--- src/rtl/cheat_pkg.sv ---
// Shared constants, code-bus layout and state type for the cheat code sequencer.
// Record length depends on CHEAT_CHECKSUM_EN (6 bytes with trailing XOR checksum, else 5).
package cheat_pkg;
  localparam int CODE_W    = 38;
  localparam int PAYLOAD_W = 33;
  localparam int STB_BIT   = 37;
  localparam int IDX_LSB   = 33;
  localparam int IDX_W     = 4;
  localparam int EN_BIT    = 32;
  localparam int CMPEN_BIT = 31;
  localparam int ADDR_LSB  = 16;
  localparam int ADDR_W    = 15;
  localparam int CMP_LSB   = 8;
  localparam int REP_LSB   = 0;
`ifdef CHEAT_CHECKSUM_EN
  localparam int REC_BYTES = 6;
`else
  localparam int REC_BYTES = 5;
`endif

  typedef enum logic {ST_RUN, ST_CLEAR} state_t;

  function automatic logic [CODE_W-1:0] mk_code(input logic [IDX_W-1:0] idx,
                                                input logic [PAYLOAD_W-1:0] pl);
    logic [CODE_W-1:0] c;
    c = '0;
    c[STB_BIT] = 1'b1;
    c[IDX_LSB +: IDX_W] = idx;
    c[PAYLOAD_W-1:0] = pl;
    return c;
  endfunction
endpackage

--- src/rtl/cheat_code_sequencer_if.sv ---
// Host download, clear, genie ROM bus and merged code-table bus of the sequencer.
interface cheat_code_sequencer_if;
  import cheat_pkg::*;
  logic                  dl_en;
  logic                  dl_wr;
  logic [7:0]            dl_data;
  logic                  clear;
  logic [CODE_W-1:0]     gg_code;
  logic [CODE_W-1:0]     code;
  logic                  busy;
  logic [IDX_W-1:0]      num_codes;
  logic                  overflow;
  logic                  bad_rec;

  modport master (output dl_en, dl_wr, dl_data, clear, gg_code,
                  input  code, busy, num_codes, overflow, bad_rec);
  modport slave  (input  dl_en, dl_wr, dl_data, clear, gg_code,
                  output code, busy, num_codes, overflow, bad_rec);
endinterface

--- src/rtl/cheat_fifo.sv ---
// Synchronous FIFO for assembled code records; flush empties it in one cycle.
module cheat_fifo #(
  parameter int W     = 33,
  parameter int DEPTH = 4
) (
  input  logic                     clk,
  input  logic                     reset,
  input  logic                     flush,
  input  logic                     push,
  input  logic                     pop,
  input  logic [W-1:0]             din,
  output logic [W-1:0]             dout,
  output logic                     full,
  output logic                     empty,
  output logic [$clog2(DEPTH):0]   count
);
  localparam int AW = $clog2(DEPTH);

  logic [W-1:0] mem [DEPTH];
  logic [AW:0]  wr_ptr, rd_ptr;

  always_ff @(posedge clk or posedge reset) begin
    if (reset) begin
      wr_ptr <= '0;
      rd_ptr <= '0;
    end else if (flush) begin
      wr_ptr <= '0;
      rd_ptr <= '0;
    end else begin
      if (push && !full)  wr_ptr <= wr_ptr + 1'b1;
      if (pop  && !empty) rd_ptr <= rd_ptr + 1'b1;
    end
  end

  always_ff @(posedge clk)
    if (push && !full && !flush) mem[wr_ptr[AW-1:0]] <= din;

  assign count = wr_ptr - rd_ptr;
  assign empty = (count == '0);
  assign full  = (count == (AW+1)'(DEPTH));
  assign dout  = mem[rd_ptr[AW-1:0]];
endmodule

--- src/rtl/cheat_code_sequencer.sv ---
// Assembles host cheat records into table writes, merged behind genie ROM traffic.
// Optional CHEAT_CHECKSUM_EN adds a trailing XOR byte per record and the bad_rec flag.
module cheat_code_sequencer
  import cheat_pkg::*;
#(
  parameter int INDEX_BASE = 3,
  parameter int MAX_CODES  = 6,
  parameter int FIFO_DEPTH = 4
) (
  input logic                   clk,
  input logic                   reset,
  cheat_code_sequencer_if.slave bus
);
  localparam int CW = $clog2(FIFO_DEPTH) + 1;
  localparam logic [IDX_W-1:0] IDX_FIRST = IDX_W'(INDEX_BASE);
  localparam logic [IDX_W-1:0] IDX_LAST  = IDX_W'(INDEX_BASE + MAX_CODES - 1);
  localparam logic [IDX_W-1:0] MAX_N     = IDX_W'(MAX_CODES);

  state_t                 state, state_n;
  logic [2:0]             cnt;
  logic                   dl_en_q, rec_vld, rec_ok, wr_ok, last_byte;
  logic [PAYLOAD_W-1:0]   asm_q, asm_n, rec_data, fifo_dout;
  logic [IDX_W-1:0]       wipe, wipe_n, num, num_n;
  logic [CODE_W-1:0]      code_q, code_n;
  logic                   push, pop, full, empty, ovf;
  logic [CW-1:0]          occ;

  assign wr_ok     = bus.dl_en && bus.dl_wr && (state == ST_RUN) && !bus.clear;
  assign last_byte = (cnt == 3'(REC_BYTES - 1));

  // Each byte lands directly in its payload field so the final byte completes it in place.
  always_comb begin
    asm_n = asm_q;
    case (cnt)
      3'd0: begin
        asm_n[EN_BIT]    = bus.dl_data[0];
        asm_n[CMPEN_BIT] = bus.dl_data[1];
      end
      3'd1: asm_n[ADDR_LSB+8 +: ADDR_W-8] = bus.dl_data[6:0];
      3'd2: asm_n[ADDR_LSB +: 8]          = bus.dl_data;
      3'd3: asm_n[CMP_LSB +: 8]           = bus.dl_data;
      3'd4: asm_n[REP_LSB +: 8]           = bus.dl_data;
      default: ;
    endcase
  end

`ifdef CHEAT_CHECKSUM_EN
  logic [7:0] csum;
  logic       bad;
  assign rec_ok = (csum == bus.dl_data);
  always_ff @(posedge clk or posedge reset) begin
    if (reset) begin
      csum <= '0;
      bad  <= 1'b0;
    end else begin
      if (wr_ok) csum <= ((cnt == 3'd0) ? 8'h00 : csum) ^ bus.dl_data;
      if (bus.clear)                           bad <= 1'b0;
      else if (wr_ok && last_byte && !rec_ok)  bad <= 1'b1;
    end
  end
  assign bus.bad_rec = bad;
`else
  assign rec_ok      = 1'b1;
  assign bus.bad_rec = 1'b0;
`endif

  // Slot check counts queued records too, so a full table never admits one more.
  assign push = rec_vld && !bus.clear && !full &&
                ((int'(num) + int'(occ)) != MAX_CODES);

  always_ff @(posedge clk or posedge reset) begin
    if (reset) begin
      cnt      <= '0;
      dl_en_q  <= 1'b0;
      asm_q    <= '0;
      rec_vld  <= 1'b0;
      rec_data <= '0;
      ovf      <= 1'b0;
    end else begin
      dl_en_q <= bus.dl_en;
      rec_vld <= 1'b0;
      if (bus.clear || (dl_en_q && !bus.dl_en)) begin
        cnt <= '0;
      end else if (wr_ok) begin
        asm_q <= asm_n;
        if (last_byte) begin
          cnt      <= '0;
          rec_vld  <= rec_ok;
          rec_data <= asm_n;
        end else begin
          cnt <= cnt + 3'd1;
        end
      end
      if (bus.clear)             ovf <= 1'b0;
      else if (rec_vld && !push) ovf <= 1'b1;
    end
  end

  cheat_fifo #(.W(PAYLOAD_W), .DEPTH(FIFO_DEPTH)) u_fifo (
    .clk   (clk),
    .reset (reset),
    .flush (bus.clear),
    .push  (push),
    .pop   (pop),
    .din   (rec_data),
    .dout  (fifo_dout),
    .full  (full),
    .empty (empty),
    .count (occ)
  );

  always_comb begin
    state_n = state;
    wipe_n  = wipe;
    num_n   = num;
    code_n  = '0;
    pop     = 1'b0;
    if (bus.gg_code[STB_BIT]) begin
      code_n = bus.gg_code;
    end else if (state == ST_RUN && !empty) begin
      pop    = 1'b1;
      code_n = mk_code(IDX_FIRST + num, fifo_dout);
      num_n  = (num == MAX_N) ? num : num + 1'b1;
    end else if (state == ST_CLEAR) begin
      code_n = mk_code(wipe, '0);
      wipe_n = wipe + 1'b1;
      if (wipe == IDX_LAST) state_n = ST_RUN;
    end
    // Clear overrides everything except genie pass-through, and restarts any wipe.
    if (bus.clear) begin
      state_n = ST_CLEAR;
      wipe_n  = IDX_FIRST;
      num_n   = '0;
      pop     = 1'b0;
      if (!bus.gg_code[STB_BIT]) code_n = '0;
    end
  end

  always_ff @(posedge clk or posedge reset) begin
    if (reset) begin
      state  <= ST_RUN;
      wipe   <= IDX_FIRST;
      num    <= '0;
      code_q <= '0;
    end else begin
      state  <= state_n;
      wipe   <= wipe_n;
      num    <= num_n;
      code_q <= code_n;
    end
  end

  assign bus.code      = code_q;
  assign bus.busy      = !empty || (state == ST_CLEAR);
  assign bus.num_codes = num;
  assign bus.overflow  = ovf;
endmodule

--- src/flat_wrapper.sv ---
// flat-port wrapper written by rule: the top's interface ports become plain ports
module cheat_code_sequencer_flat import cheat_pkg::*;
#(
  parameter int INDEX_BASE = 3,
  parameter int MAX_CODES  = 6,
  parameter int FIFO_DEPTH = 4
)
  (clk, reset, bus_dl_en, bus_dl_wr, bus_dl_data, bus_clear, bus_gg_code, bus_code, bus_busy, bus_num_codes, bus_overflow, bus_bad_rec);
  cheat_code_sequencer_if bus_i ();
  input logic clk;
  input logic reset;
  input wire logic [$bits(bus_i.dl_en)-1:0] bus_dl_en;
  input wire logic [$bits(bus_i.dl_wr)-1:0] bus_dl_wr;
  input wire logic [$bits(bus_i.dl_data)-1:0] bus_dl_data;
  input wire logic [$bits(bus_i.clear)-1:0] bus_clear;
  input wire logic [$bits(bus_i.gg_code)-1:0] bus_gg_code;
  output wire logic [$bits(bus_i.code)-1:0] bus_code;
  output wire logic [$bits(bus_i.busy)-1:0] bus_busy;
  output wire logic [$bits(bus_i.num_codes)-1:0] bus_num_codes;
  output wire logic [$bits(bus_i.overflow)-1:0] bus_overflow;
  output wire logic [$bits(bus_i.bad_rec)-1:0] bus_bad_rec;
  assign bus_i.dl_en = bus_dl_en;
  assign bus_i.dl_wr = bus_dl_wr;
  assign bus_i.dl_data = bus_dl_data;
  assign bus_i.clear = bus_clear;
  assign bus_i.gg_code = bus_gg_code;
  assign bus_code = bus_i.code;
  assign bus_busy = bus_i.busy;
  assign bus_num_codes = bus_i.num_codes;
  assign bus_overflow = bus_i.overflow;
  assign bus_bad_rec = bus_i.bad_rec;
  cheat_code_sequencer #(.INDEX_BASE(INDEX_BASE), .MAX_CODES(MAX_CODES), .FIFO_DEPTH(FIFO_DEPTH)) u_core (.clk(clk), .reset(reset), .bus(bus_i));
endmodule
--- config.mk ---
export PLATFORM = sky130hd
export DESIGN_NAME = cheat_code_sequencer_flat
export DESIGN_NICKNAME = d
export VERILOG_FILES = /design/src/rtl/cheat_pkg.sv /design/src/rtl/cheat_code_sequencer_if.sv /design/src/rtl/cheat_fifo.sv /design/src/rtl/cheat_code_sequencer.sv /design/src/flat_wrapper.sv
export SDC_FILE = /design/constraint.sdc
export NUM_CORES = 1
export LEC_CHECK = 0
export CELL_PAD_IN_SITES_DETAIL_PLACEMENT = 0
export CELL_PAD_IN_SITES_GLOBAL_PLACEMENT = 2
export CORE_MARGIN = 3
export CORE_UTILIZATION = 46
export CTS_CLUSTER_DIAMETER = 60
export DETAILED_ROUTE_END_ITERATION = 7
export MAX_ROUTING_LAYER = met4
export PLACE_DENSITY_LB_ADDON = 0.25
export SLEW_MARGIN = 5
export SYNTH_ARGS = -nofsm -noshare
export SYNTH_HDL_FRONTEND = slang
export SYNTH_SLANG_ARGS = --single-unit
--- constraint.sdc ---
create_clock -name clk -period 12.4 [get_ports clk]
set_clock_uncertainty 0.1 [all_clocks]
set_input_delay 1.24 -clock clk [delete_from_list [all_inputs] [get_ports clk]]
set_output_delay 1.24 -clock clk [all_outputs]
set_load 0.02 [all_outputs]
# ---- After elaboration in Yosys (flattened, before gate mapping)
# Memories as Yosys holds them, arrays and structs flattened.
# Index checks and enable logic that the tools add are counted.
dict set report totals {
  ramBits 132
  mem_count 1
  out_inout_bits 45
  elab_cells 106
  inputBits 51
  ff_bits 125
}
# name words word_bits read_ports rd_ports_with_merged_regs write_ports line
set memory_table {}
lappend memory_table {u_core.u_fifo.mem 4 33 1 0 1 cheat_fifo.sv:19} ;# logic [W-1:0] mem [DEPTH];
dict set report op_classes {
  n_eq_ne 11
  add_sub_neg 8
  bitwise 2
  n_mux 40
  n_reduce_logical 32
}
# op count
set op_table {}
lappend op_table {{$mux 38} 5}
lappend op_table {{$mux 4} 8}
lappend op_table {{$ne 32x4->1 const B} 1}
lappend op_table {{$mux 8} 3}
lappend op_table {{$mux 3} 7}
lappend op_table {{$mux 1} 15}
lappend op_table {{$logic_and 1x1->1} 12}
lappend op_table {{$reduce_bool 2->1} 6}
lappend op_table {{$add 3x1->3 const B} 3}
lappend op_table {{$reduce_and 3->1} 3}
lappend op_table {{$add 4x1->4 const B} 2}
lappend op_table {{$mux 7} 1}
lappend op_table {{$eq 3x2->1 const B} 2}
lappend op_table {{$eq 3x3->1 const B} 2}
lappend op_table {{$logic_not 3->1} 2}
lappend op_table {{$ne 2x2->1 const B} 3}
lappend op_table {{$add 4x3->5} 1}
lappend op_table {{$logic_not 1->1} 5}
lappend op_table {{$add 2x4->4 const A} 1}
lappend op_table {{$eq 4x3->1 const B} 1}
lappend op_table {{$eq 4x4->1 const B} 1}
lappend op_table {{$reduce_and 2->1} 2}
lappend op_table {{$eq 3x1->1 const B} 1}
lappend op_table {{$sub 3x3->3} 1}
lappend op_table {{other kinds (3)} 5}

# ---- Longest topological paths before layout
# Gate-level depths: netlist (run 1).
dict set report depth {
  word_depth 10
  mapped_depth 10
  ltp_nobuf 10
}

# ---- Cells and area by module
# A second synthesis (run 1) with hierarchy kept.
dict set report hier_totals {
  hier_cells 555
  hier_area_um2 9899.5
}
# mod instances seq_area_each_um2 area_per_inst_um2 cells_each
set by_module_without_submodules {}
lappend by_module_without_submodules {cheat_fifo 1 4113.9 5262.5 224}
lappend by_module_without_submodules {cheat_code_sequencer 1 2780.2 4636.9 331}

# ---- Worst setup path before layout (run 1)
# OpenSTA, ideal clock, no wires.
dict set report synth_timing {
  path_type {register to register}
  start {register u_core.u_fifo.rd_ptr[1]}
  end {memory u_core.u_fifo.mem[0][0], enable pin}
  setup_time_ns 0.423
  period_less_slack_ns 4.692
  path_stages_with_launch 11
  t_required_ns 11.877
  t_arrival_ns 4.169
  n_path_buf 2
  path_slack_ns 7.708
  cell_sequence {dfrtp_1 -> clkbuf_1 -> buf_1 -> inv_1 -> fa_1 -> xnor3_2 -> ha_1 -> inv_1 -> nor3_1 -> o311ai_4 -> nor2_1}
}
dict set report synth_between {
  elab_chain_len 9
  elab_cells_between_ends 11
  classes_between {2 x add/sub; 2 x eq/ne; 2 x mux; 5 x reduce/logical}
}
# item line
set synth_lines {}
lappend synth_lines {{start, declared} cheat_fifo.sv:20} ;# logic [AW:0] wr_ptr, rd_ptr;
lappend synth_lines {{start signal, assigned} cheat_fifo.sv:31} ;# if (pop && !empty) rd_ptr <= rd_ptr + 1'b1;
lappend synth_lines {{$sub 3x3->3 (*)} cheat_fifo.sv:38} ;# assign count = wr_ptr - rd_ptr;
lappend synth_lines {{parallel branches: the longest is 4 deep, another holds $add 4x3->5} --}
lappend synth_lines {{$logic_and 1x1->1 (*) (2 in series)} cheat_fifo.sv:36} ;# if (push && !full && !flush) mem[wr_ptr[AW-1:0]] <= din;
lappend synth_lines {{$mux 1 (*)} cheat_fifo.sv:36}
lappend synth_lines {{$mux 1 (not written as such) (*)} cheat_fifo.sv:36}
lappend synth_lines {{end, declared} cheat_fifo.sv:19}
# Mark *: on every way between the ends.

# ---- Final worst setup path (run 1)
dict set report layout_timing {
  start {register u_core.u_fifo.rd_ptr[1]}
  end {output port bus_busy}
}
dict set report layout_between {
  elab_chain_len 4
}
# item line
set layout_lines {}
lappend layout_lines {{$sub 3x3->3} cheat_fifo.sv:38}
lappend layout_lines {{$logic_not 3->1} cheat_fifo.sv:39} ;# assign empty = (count == '0);
lappend layout_lines {{$logic_not 1->1} cheat_code_sequencer.sv:154} ;# assign bus.busy = !empty || (state == ST_CLEAR);
lappend layout_lines {{$logic_or 1x1->1} cheat_code_sequencer.sv:154}
lappend layout_lines {{end, declared} flat_wrapper.sv:18} ;# output wire logic [$bits(bus_i.busy)-1:0] bus_busy;
# Every way passes these cells.

==> results of run 1 <==
[sequential cells by signal, summed over array words and instances, names as in the netlist]
signal	cells
u_core.u_fifo.mem	132
u_core.bus.code	38
u_core.rec_data	33
u_core.asm_q	25
u_core.bus.num_codes	4
u_core.wipe	4
u_core.cnt	3
u_core.u_fifo.rd_ptr	3
u_core.u_fifo.wr_ptr	3
u_core.bus.overflow	1
u_core.dl_en_q	1
u_core.rec_vld	1
u_core.state	1
[metal layers]
metal	track usage, %	share of wire (%)	wire [µm]
met1	22.2	43	8320
met2	29.2	51	9820
met3	2.70	4.7	919
met4	4.45	1.9	371
met5	-	0	0
[placed cells by master (no fill, tap or decap), drive strengths merged, types with 2 or more instances in the layout]
cell	n
inv	24
nor4bb	2
bufinv	4
nor2	21
nand2	14
dfrtp	115
fa	2
clkdlybuf4s50	94
nand3	2
nand2b	2
nor4b	2
mux2i	12
mux4	33
clkbuf	38
ha	19
dfstp	2
a21oi	15
clkinv	5
a22oi	2
o211ai	2
nor2b	4
or3	4
xor2	6
edfxtp	132
mux2	51
nor3	3
nand3b	2
xnor2	2
o21ai	12
buf	11
a22o	34
[logic make-up after synthesis]
logic type                 Yosys count  share of synthesized area (%)
xor gates and xnor gates             9                          0.956
and+or+nand+nor                     59                           3.19
adders and majority gates           21                           2.83
muxes                               96                           14.6
AOI/OAI and AO/OA                   70                           5.48
buffers and inverters               48                           2.61
DFF                                249                           70.2
other                                1                         0.0382
[worst min-delay path by stage]
stage / slack, ns / endpoint / cells past startpoint
2_1_floorplan: 0.36 / u_core.u_fifo.wr_ptr[2] / 1
3_3_place_gp: 0.37 / u_core.rec_data[18] / 1
3_5_place_dp: 0.37 / u_core.rec_data[22] / 1
4_1_cts: 0.39 / u_core.u_fifo.wr_ptr[2] / 1
5_1_grt: 0.40 / u_core.rec_data[16] / 1
6_report: 0.38 / u_core.rec_data[22] / 1
[synthesized netlist by cell type, types with 9 or more instances]
master,n,share of area (%)
sky130_fd_sc_hd__ha_1,19,2.4
sky130_fd_sc_hd__dfrtp_1,115,29
sky130_fd_sc_hd__a21oi_1,15,0.76
sky130_fd_sc_hd__mux2i_1,12,1.2
sky130_fd_sc_hd__clkbuf_1,9,0.34
sky130_fd_sc_hd__inv_1,22,0.84
sky130_fd_sc_hd__edfxtp_1,132,40
sky130_fd_sc_hd__mux4_2,33,7.6
sky130_fd_sc_hd__mux2_2,29,3.3
sky130_fd_sc_hd__nor2_1,20,0.76
sky130_fd_sc_hd__nand2_1,12,0.46
sky130_fd_sc_hd__mux2_1,22,2.5
sky130_fd_sc_hd__a22o_1,34,3.0
sky130_fd_sc_hd__o21ai_0,11,0.56
[final cells by class]
class	count	area, µm²	area share [%]
tap	270	338	2.82
clock inverter	12	181	1.52
inverter	22	85.1	0.711
clock buffer	38	767	6.41
multi-input combinational	256	2670	22.3
sequential	249	6900	57.6
timing repair buffer	105	1020	8.56
[stage by stage]
step,cells,worst slack (ns)
final,952,7.74
after global routing,952,7.60
after CTS,952,7.68
after detailed placement,902,8.26
after global placement,902,8.30
after floorplan,553,7.71
[power groups by stage]
| stage | clock [mW] | sequential [mW] | combinational, mW |
|---|---|---|---|
| 3_5_place_dp | 0 | 0.894 | 0.0683 |
| 6_report | 0.837 | 0.877 | 0.0672 |
| 3_3_place_gp | 0 | 0.893 | 0.0677 |
| 5_1_grt | 0.888 | 0.877 | 0.0725 |
| 4_1_cts | 0.853 | 0.877 | 0.0686 |
| 2_1_floorplan | 0 | 0.902 | 0.0201 |
[critical path, cell delays in order, from the launching register on]
cell and delay (ns):
sky130_fd_sc_hd__dfrtp_1 0.32, sky130_fd_sc_hd__buf_4 0.47, sky130_fd_sc_hd__inv_1 0.14, sky130_fd_sc_hd__fa_1 0.42, sky130_fd_sc_hd__xnor3_2 0.48, sky130_fd_sc_hd__or3_1 0.39
sky130_fd_sc_hd__clkdlybuf4s50_1 0.56
==> flow_summary.toml, run 1 <==
[final_layout]
fill_cells = 1533
drive_above_1_share_pct = 18.9
diodes = 0
postLayoutCoreUtil_pct = 58.0
final_design_area_no_fill_um2 = 12000
areaGrowthSynthToFinish_pct = 21.9
final_net_count = 733

[global_route]
overflow = 0
grt.total_usage_pct = 17.3
grt_max_degree = 72
grt_antenna_before_repair = 0
vias_in_the_first_global_route = 5444
grt_first_pass_wirelength_um = 30900

[worst_setup_path]
worstSetupEndpoint = "bus_busy"
worst-r2r-cell-count = 10
crit_start = "u_core.u_fifo.rd_ptr[1]"
startpoint_of_the_worst_register_to_register_path = "u_core.u_fifo.rd_ptr[1]"
crit_required_ns = 11.06
end_kind = "primary output"
crit-reg2reg-capture = "u_core.u_fifo.mem[1][32]"
path_class = "reg -> out"
worst_ep_arrival_time_ns = 3.32
worst-r2r-setup-slack_ns = 8.53
critPathMaxFanout = 36
worstSetupStartpointType = "register"

[clocking]
count_of_buffers_added_by_post_cts_timing_repair_for_setup = 0
clock_insertion_delay_worst_skew_ns = 0.54
cts_hold_repair.buffers = 0
tritoncts = "yes"
numClockSinks = 249
clock_tree.htree_level_count = 1
clock-root-buffer = "sky130_fd_sc_hd__clkbuf_16"
post_cts_resize_count = 0
ctsLongestPathBuffers = 3
cts_inserted_buffers = 27
clk_transition_reported_paths_ns = 0.06

[synth]
cell_count_after_synthesis = 553
synth-edff-count = 132
netlist_area_um2 = 9810
synth_async_sr_flop_share_pct = 47.0
ys_ff_latch = 249
synth.yosys.seq_area_share_pct = 70.2
synthesized_netlist_net_count = 625
postSynthAreaPerCell_um2 = 17.7
synth.distinct_cells = 47
yosysWarningCount = 0
postSynth.topFlopCell = "sky130_fd_sc_hd__edfxtp_1"

[placement]
dp_hpwl_um = 11500
placedInstanceArea_um2 = 11000
numPortBuffers = 94
gp_congestion = 0.773

[floorplan]
core-area_um2 = 20600
chipHeight_um = 152
io-pin-count = 96
floorplan.initialDensity_pct = 47.6
die_area_um2 = 23100
row_count = 52
die-width_um = 152

[pwr]
share_seq_of_total_power_pct = 49.2
clkPwrFrac_pct = 47.0
total_power_mw = 1.78
static-leakage-power_nw = 4.81
p_int_mw = 1.42
power.ir.vdd_worst_uv = 104
sw_frac_of_total_pct = 20.1
power_switching_uw = 358
comb_power_share_pct = 3.8
power_density_nw_per_um2 = 149

[routing]
final_antenna_net_count = 0
vias = 5042
drc = 0
detail_route.first_pass.iterations = 4
detailed_route_wire_length_um = 19400
wl_per_cell_um = 20.4
drt-initial-drc-count = 224
drt-vias-per-instance = 5.30

[status]
status = "finished clean"

[timing]
drv_slew = 0
total_negative_slack_ns = 0
worst_tran_pin_value_ns = 0.926
final.period_utilization_pct = 37.6
clock.fmax_mhz = 214
finalSetupViolations = 0
timing.final.hold_violations = 0
rsz_0062_raised_after_global_routing = "no"
timing.slew.headroom_pct = 38.3
fin_hold_ws_ns = 0.384
final_period_minus_worst_setup_slack_ns = 4.66

[job]
cap_viol_max_count = 0

[hold_path]
hold_path.class = "reg -> reg"
hp-start = "u_core.asm_q[22]"
No activity file was read; power rests on OpenSTA's default activity.
==> inputs of run 2 (changes only) <==
--- a/config.mk
+++ b/config.mk
@@ -8,7 +8,7 @@
 export CELL_PAD_IN_SITES_DETAIL_PLACEMENT = 0
 export CELL_PAD_IN_SITES_GLOBAL_PLACEMENT = 2
 export CORE_MARGIN = 3
-export CORE_UTILIZATION = 46
+export CORE_UTILIZATION = 38
 export CTS_CLUSTER_DIAMETER = 60
 export DETAILED_ROUTE_END_ITERATION = 7
 export MAX_ROUTING_LAYER = met4
==> constraint.sdc (replaced) <==
create_clock -name clk -period 4 [get_ports clk]
set_clock_uncertainty 0.1 [all_clocks]
set_input_delay 0.4 -clock clk [delete_from_list [all_inputs] [get_ports clk]]
set_output_delay 0.4 -clock clk [all_outputs]
set_load 0.02 [all_outputs]
==> run 2 against run 1 <==
Effect of this change: sequential cell count stayed put; power rose to 3.0 times the previous value; utilization decreased by 10 points; combinational power grew to 3.1 times the previous value; count of clock-buffer cells in the layout fell by 5; critical path depth is 4 higher; register-to-register slack worse by 8.3 ns; clock power grew to 3.0 times the previous value; die area up 20%; critical path type is now reg -> reg.
==> flow_summary.toml, run 2 (synthesis gave the netlist of run 1 again) <==
[floorplan]
floorplan.initialDensity_pct = 38.9
row_count = 58
core-area_um2 = 25300
die_area_um2 = 27800
die-width_um = 167
chipHeight_um = 167
io-pin-count = 96

[routing]
wl_per_cell_um = 19.3
drc = 0
vias = 5066
drt-initial-drc-count = 294
detailed_route_wire_length_um = 19500
final_antenna_net_count = 0
drt-vias-per-instance = 5.02
detail_route.first_pass.iterations = 4

[final_layout]
layout_commonest_cell = "sky130_fd_sc_hd__edfxtp_1"
regArea_um2 = 6900
multi_input_area_um2 = 2710
drive_above_1_share_pct = 19.6
final_net_count = 732
largest_register_ff_count = 132
fill_cells = 2177
layoutNonFillerInstCount = 1010
commonest_cells_after_routing_fill_and_taps_aside = "132 x sky130_fd_sc_hd__edfxtp_1, 114 x sky130_fd_sc_hd__dfrtp_1, 93 x sky130_fd_sc_hd__clkdlybuf4s50_1, 34 x sky130_fd_sc_hd__a22o_1, 33 x sky130_fd_sc_hd__mux4_2"
final_design_area_no_fill_um2 = 12000
diodes = 0
areaGrowthSynthToFinish_pct = 22.6

[clocking]
clock_tree.htree_level_count = 1
clock-root-buffer = "sky130_fd_sc_hd__clkbuf_16"
tritoncts = "yes"
count_of_buffers_added_by_post_cts_timing_repair_for_setup = 0
clock_insertion_delay_worst_skew_ns = 0.53
clk_transition_reported_paths_ns = 0.06
cts_inserted_buffers = 26
ctsLongestPathBuffers = 3
numClockSinks = 249

[worst_setup_path]
cp_cell_sequence = "inv_1 > ha_1 > inv_1 > fa_1 > xnor3_2 > ha_1 > xor2_1 > nand3_1 > o311ai_4 > nor2_4"
crit_required_ns = 4.04
critPathBufInv = 2
crit_path_top_delay_cell = "sky130_fd_sc_hd__nor2_4"
cpPeakStageDelay_ns = 0.88
end_kind = "register"
worstSetupStartpointType = "register"
critPathMaxFanout = 33
path_class = "reg -> reg"
worst_ep_arrival_time_ns = 3.76
path_delay_family = "simple AND/OR/NAND/NOR gates"

[global_route]
grt_first_pass_wirelength_um = 31300
grt.total_usage_pct = 14.8
overflow = 0
vias_in_the_first_global_route = 5464
grt_antenna_before_repair = 0
grt_max_degree = 69

[placement]
place_ws_ns = -0.00698
placedInstanceArea_um2 = 11100
dp_hpwl_um = 12500
numPortBuffers = 94
gp_congestion = 0.719
placed_cells_incl_taps = 961

[status]
status = "finished clean"

[pwr]
static-leakage-power_nw = 4.97
share_seq_of_total_power_pct = 50.2
p_int_mw = 4.34
clkPwrFrac_pct = 45.9
power.ir.vdd_worst_uv = 237
power_density_nw_per_um2 = 450
power_switching_mw = 1.07
total_power_mw = 5.42
comb_power_share_pct = 3.9
sw_frac_of_total_pct = 19.8

[timing]
final_period_minus_worst_setup_slack_ns = 3.72
finalSetupViolations = 0
rsz_0062_raised_after_global_routing = "no"
timing.slew.headroom_pct = 27.4
clock.fmax_mhz = 269
worst_tran_pin_value_ns = 1.09
final.period_utilization_pct = 93.0
total_negative_slack_ns = 0
drv_slew = 0
final_critical_path_setup_slack_ns = 0.279
timing.final.hold_violations = 0

[hold_path]
hold_path.class = "in -> reg"

[job]
cap_viol_max_count = 0
## run 2: changes by cell type in the layout (fill, tap and decap cells not counted), sizes merged
| cell | delta |
|---|---|
| clkbuf | -5 |
| clkdlybuf4s50 | -1 |
| clkinv | +4 |
| inv | -1 |
| nor2 | +1 |
## run 2: cell type report
cell class,count,share of cell area [%]
repair buffers,104,8.51
inverters,22,0.707
flip-flops and latches,249,57.3
well taps,330,3.43
clock inverters,15,1.57
clock buffers,33,5.96
multi-input cells,257,22.5
## run 2: power groups by stage
stage | clock, mW | combinational, mW | sequential, mW
2_1_floorplan | 0 | 0.0623 | 2.80
3_3_place_gp | 0 | 0.212 | 2.77
3_5_place_dp | 0 | 0.215 | 2.77
4_1_cts | 2.56 | 0.216 | 2.72
5_1_grt | 2.66 | 0.229 | 2.72
6_report | 2.49 | 0.209 | 2.72
## run 2: final timing paths
| kind | from | endpoint | slack [ns] | cells past startpoint |
|---|---|---|---|---|
| setup / recovery | u_core.u_fifo.wr_ptr[0] | u_core.u_fifo.mem[0][0] | 0.28 | 10 |
| hold / removal | bus_gg_code[37] | u_core.u_fifo.rd_ptr[0] | 0.30 | 5 |
| setup reg to reg | u_core.u_fifo.wr_ptr[0] | u_core.u_fifo.mem[0][0] | 0.28 | 10 |
| hold reg to reg | u_core.asm_q[26] | u_core.rec_data[26] | 0.39 | 1 |
| max in group asynchronous | reset | u_core.rec_data[18] | 2.64 | 3 |
| min in group asynchronous | reset | u_core.bus.code[28] | 0.35 | 2 |
## run 2: what timing repair did
action                                  CTS  global route
cloned                                    0             1
gates resized for setup                   1             1
endpoints found under the setup margin   61            99
hold buffers                              0             0
pin swaps                                 0             2
## run 2: worst min-delay path, delay by kind of cell
family,cells,cell delay (ns)
AO/OA/AOI/OAI,1,0.13
buffers and inverters,1,0.10
XOR/XNOR,1,0.08
AND/OR/NAND/NOR,2,0.16
## run 2: metrics by stage
step | hold slack [ns] | utilization, %
after floorplan | 0.331 | -
after global placement | 0.367 | 44.0
after detailed placement | 0.376 | 44.0
after CTS | 0.285 | 47.6
after global routing | 0.292 | 47.6
final | 0.296 | 47.6
## run 2: per-layer routing
metal,track usage (%),vias to the layer above,share of wire [%]
met1,19.4,2640,44
li1,-,2311,-
met5,-,-,0
met2,24.7,97,50
met4,3.08,0,1.2
met3,2.35,18,4.8
==> inputs of run 3 (changes only) <==
--- a/config.mk
+++ b/config.mk
@@ -8,7 +8,7 @@
 export CELL_PAD_IN_SITES_DETAIL_PLACEMENT = 0
 export CELL_PAD_IN_SITES_GLOBAL_PLACEMENT = 2
 export CORE_MARGIN = 3
-export CORE_UTILIZATION = 38
+export CORE_UTILIZATION = 25
 export CTS_CLUSTER_DIAMETER = 60
 export DETAILED_ROUTE_END_ITERATION = 7
 export MAX_ROUTING_LAYER = met4
==> run 3 against run 2 <==
Effect of this change: clock power is 13% higher; largest cell class unchanged; final cell count is 19% higher; first-iteration DRC count is 18% lower; largest power group is now the clock network; sequential share of layout area is 1.8 points lower; combinational power is 3% higher; worst hold slack worse by 0.095 ns; utilization is 15 points lower; cell area is 3.2% higher; routed wire length is 14% higher; via count is 0.24% higher; fmax is 0.62% lower; global-route usage is 3.8 points lower.
==> flow_summary.toml, run 3 (synthesis gave the netlist of run 1 again) <==
[placement]
numPortBuffers = 94
placedInstanceArea_um2 = 11300
dp_hpwl_um = 14000
gp_congestion = 0.691
placed_cells_incl_taps = 1144
place_ws_ns = -0.0297

[floorplan]
chipHeight_um = 204
io-pin-count = 96
floorplan.initialDensity_pct = 25.7
die_area_um2 = 41700
die-width_um = 204
row_count = 71
core-area_um2 = 38200

[timing]
fin_hold_ws_ns = 0.201
final_critical_path_setup_slack_ns = 0.256
final.period_utilization_pct = 93.6
rsz_0062_raised_after_global_routing = "no"
finalSetupViolations = 0
clock.fmax_mhz = 267
timing.slew.headroom_pct = 21.0
worst_tran_pin_value_ns = 1.18
drv_slew = 0
timing.final.hold_violations = 0
final_period_minus_worst_setup_slack_ns = 3.74

[clocking]
cts_inserted_buffers = 30
cts_hold_repair.buffers = 0
clk_transition_reported_paths_ns = 0.06
numClockSinks = 249
clock_insertion_delay_worst_skew_ns = 0.54
tritoncts = "yes"
ctsLongestPathBuffers = 3
clock-root-buffer = "sky130_fd_sc_hd__clkbuf_16"
clock_tree.htree_level_count = 1

[worst_setup_path]
cpPeakStageDelay_ns = 0.92
end_kind = "register"
worst-path-stages = 10
worst-r2r-cell-count = 10
crit_required_ns = 4.05
path_delay_family = "simple AND/OR/NAND/NOR gates"
startpoint_of_the_worst_register_to_register_path = "u_core.u_fifo.wr_ptr[0]"
worst-r2r-setup-slack_ns = 0.26
crit_path_top_delay_cell = "sky130_fd_sc_hd__nor2_4"
critPathMaxFanout = 33
worstSetupStartpointType = "register"
worst_ep_arrival_time_ns = 3.79
crit-reg2reg-capture = "u_core.u_fifo.mem[1][22]"
cp_cell_sequence = "inv_2 > ha_1 > inv_1 > fa_1 > xnor3_2 > ha_1 > inv_1 > o21a_1 > o311ai_4 > nor2_4"
path_class = "reg -> reg"
critPathBufInv = 3

[final_layout]
drive_above_1_share_pct = 21.3
commonest_cells_after_routing_fill_and_taps_aside = "132 x sky130_fd_sc_hd__edfxtp_1, 114 x sky130_fd_sc_hd__dfrtp_1, 93 x sky130_fd_sc_hd__clkdlybuf4s50_1, 34 x sky130_fd_sc_hd__a22o_1, 33 x sky130_fd_sc_hd__mux4_2"
fill_cells = 3748
regArea_um2 = 6900
multi_input_area_um2 = 2700
diodes = 0
final_net_count = 737
areaGrowthSynthToFinish_pct = 26.5
final_design_area_no_fill_um2 = 12400
postLayoutCoreUtil_pct = 32.5
layout_commonest_cell = "sky130_fd_sc_hd__edfxtp_1"
layoutNonFillerInstCount = 1200
largest_register_ff_count = 132

[pwr]
static-leakage-power_nw = 5.05
power_density_nw_per_um2 = 464
p_int_mw = 4.55
comb_power_share_pct = 3.7
share_seq_of_total_power_pct = 47.3
power_switching_mw = 1.21
sw_frac_of_total_pct = 20.9
power.ir.vdd_worst_uv = 279
clkPwrFrac_pct = 49.0

[routing]
final_antenna_net_count = 0
detail_route.first_pass.iterations = 4
detailed_route_wire_length_um = 22200
vias = 5078
wl_per_cell_um = 18.5
drt-vias-per-instance = 4.23
drt-initial-drc-count = 242
drc = 0

[global_route]
grt_first_pass_wirelength_um = 34200
overflow = 0
vias_in_the_first_global_route = 5671
grt_max_degree = 50
grt_antenna_before_repair = 0
grt.total_usage_pct = 11.0

[status]
status = "finished clean"

[job]
cap_viol_max_count = 0

[hold_path]
hold_path.class = "in -> async"
==> run 3: worst max-delay path by stage <==
stage | start | end
5_1_grt | u_core.u_fifo.wr_ptr[0] | u_core.u_fifo.mem[1][16]
6_report | u_core.u_fifo.wr_ptr[0] | u_core.u_fifo.mem[1][22]
4_1_cts | u_core.u_fifo.wr_ptr[0] | u_core.u_fifo.mem[0][8]
2_1_floorplan | u_core.u_fifo.rd_ptr[1] | u_core.u_fifo.mem[0][0]
3_5_place_dp | u_core.u_fifo.wr_ptr[0] | u_core.u_fifo.mem[0][6]
3_3_place_gp | u_core.u_fifo.wr_ptr[0] | u_core.u_fifo.mem[1][6]
==> run 3: layer usage <==
metal / vias to the layer above / part of all wire (%) / global-route usage, %
met1: 2618 / 42 / 13.3
met5: - / 0 / -
met3: 34 / 3.7 / 1.99
li1: 2324 / - / -
met4: 0 / 2.4 / 2.88
met2: 102 / 52 / 19.2
==> run 3: through the flow <==
step                      TNS [ns]  power (mW)
after floorplan             -15.89        2.86
after global placement           0        2.99
after detailed placement     -1.41        2.99
after CTS                        0        5.86
after global routing             0        5.98
final                            0        5.76
==> run 3: final cells by class <==
cell class,count,share of cell area [%]
Multi-Input combinational cell,256,21.8
Clock buffer,35,6.61
Tap cell,511,5.15
Clock inverter,21,1.89
Sequential cell,249,55.5
Timing Repair Buffer,106,8.36
Inverter,22,0.685
==> run 3: timing repair <==
action / 4_1_cts / 5_1_grt
gates resized for setup: 1 / 3
setup endpoints to repair: 99 / 99
buffers inserted: 0 / 0
pin swaps: 0 / 2
==> run 3: worst reg2reg max path, cell delays in order (launching register included) <==
cell,delay (ns)
sky130_fd_sc_hd__dfrtp_1,0.43
sky130_fd_sc_hd__inv_2,0.10
sky130_fd_sc_hd__ha_1,0.14
sky130_fd_sc_hd__inv_1,0.05
sky130_fd_sc_hd__fa_1,0.35
sky130_fd_sc_hd__xnor3_2,0.40
sky130_fd_sc_hd__ha_1,0.32
sky130_fd_sc_hd__inv_1,0.13
sky130_fd_sc_hd__o21a_1,0.20
sky130_fd_sc_hd__o311ai_4,0.17
sky130_fd_sc_hd__nor2_4,0.92
==> run 3: power by group through the flow <==
stage | clock network, mW | registers (mW) | logic [mW]
2_1_floorplan | 0 | 2.80 | 0.0623
3_3_place_gp | 0 | 2.77 | 0.220
3_5_place_dp | 0 | 2.77 | 0.223
4_1_cts | 2.91 | 2.72 | 0.223
5_1_grt | 3.03 | 2.72 | 0.234
6_report | 2.82 | 2.72 | 0.216
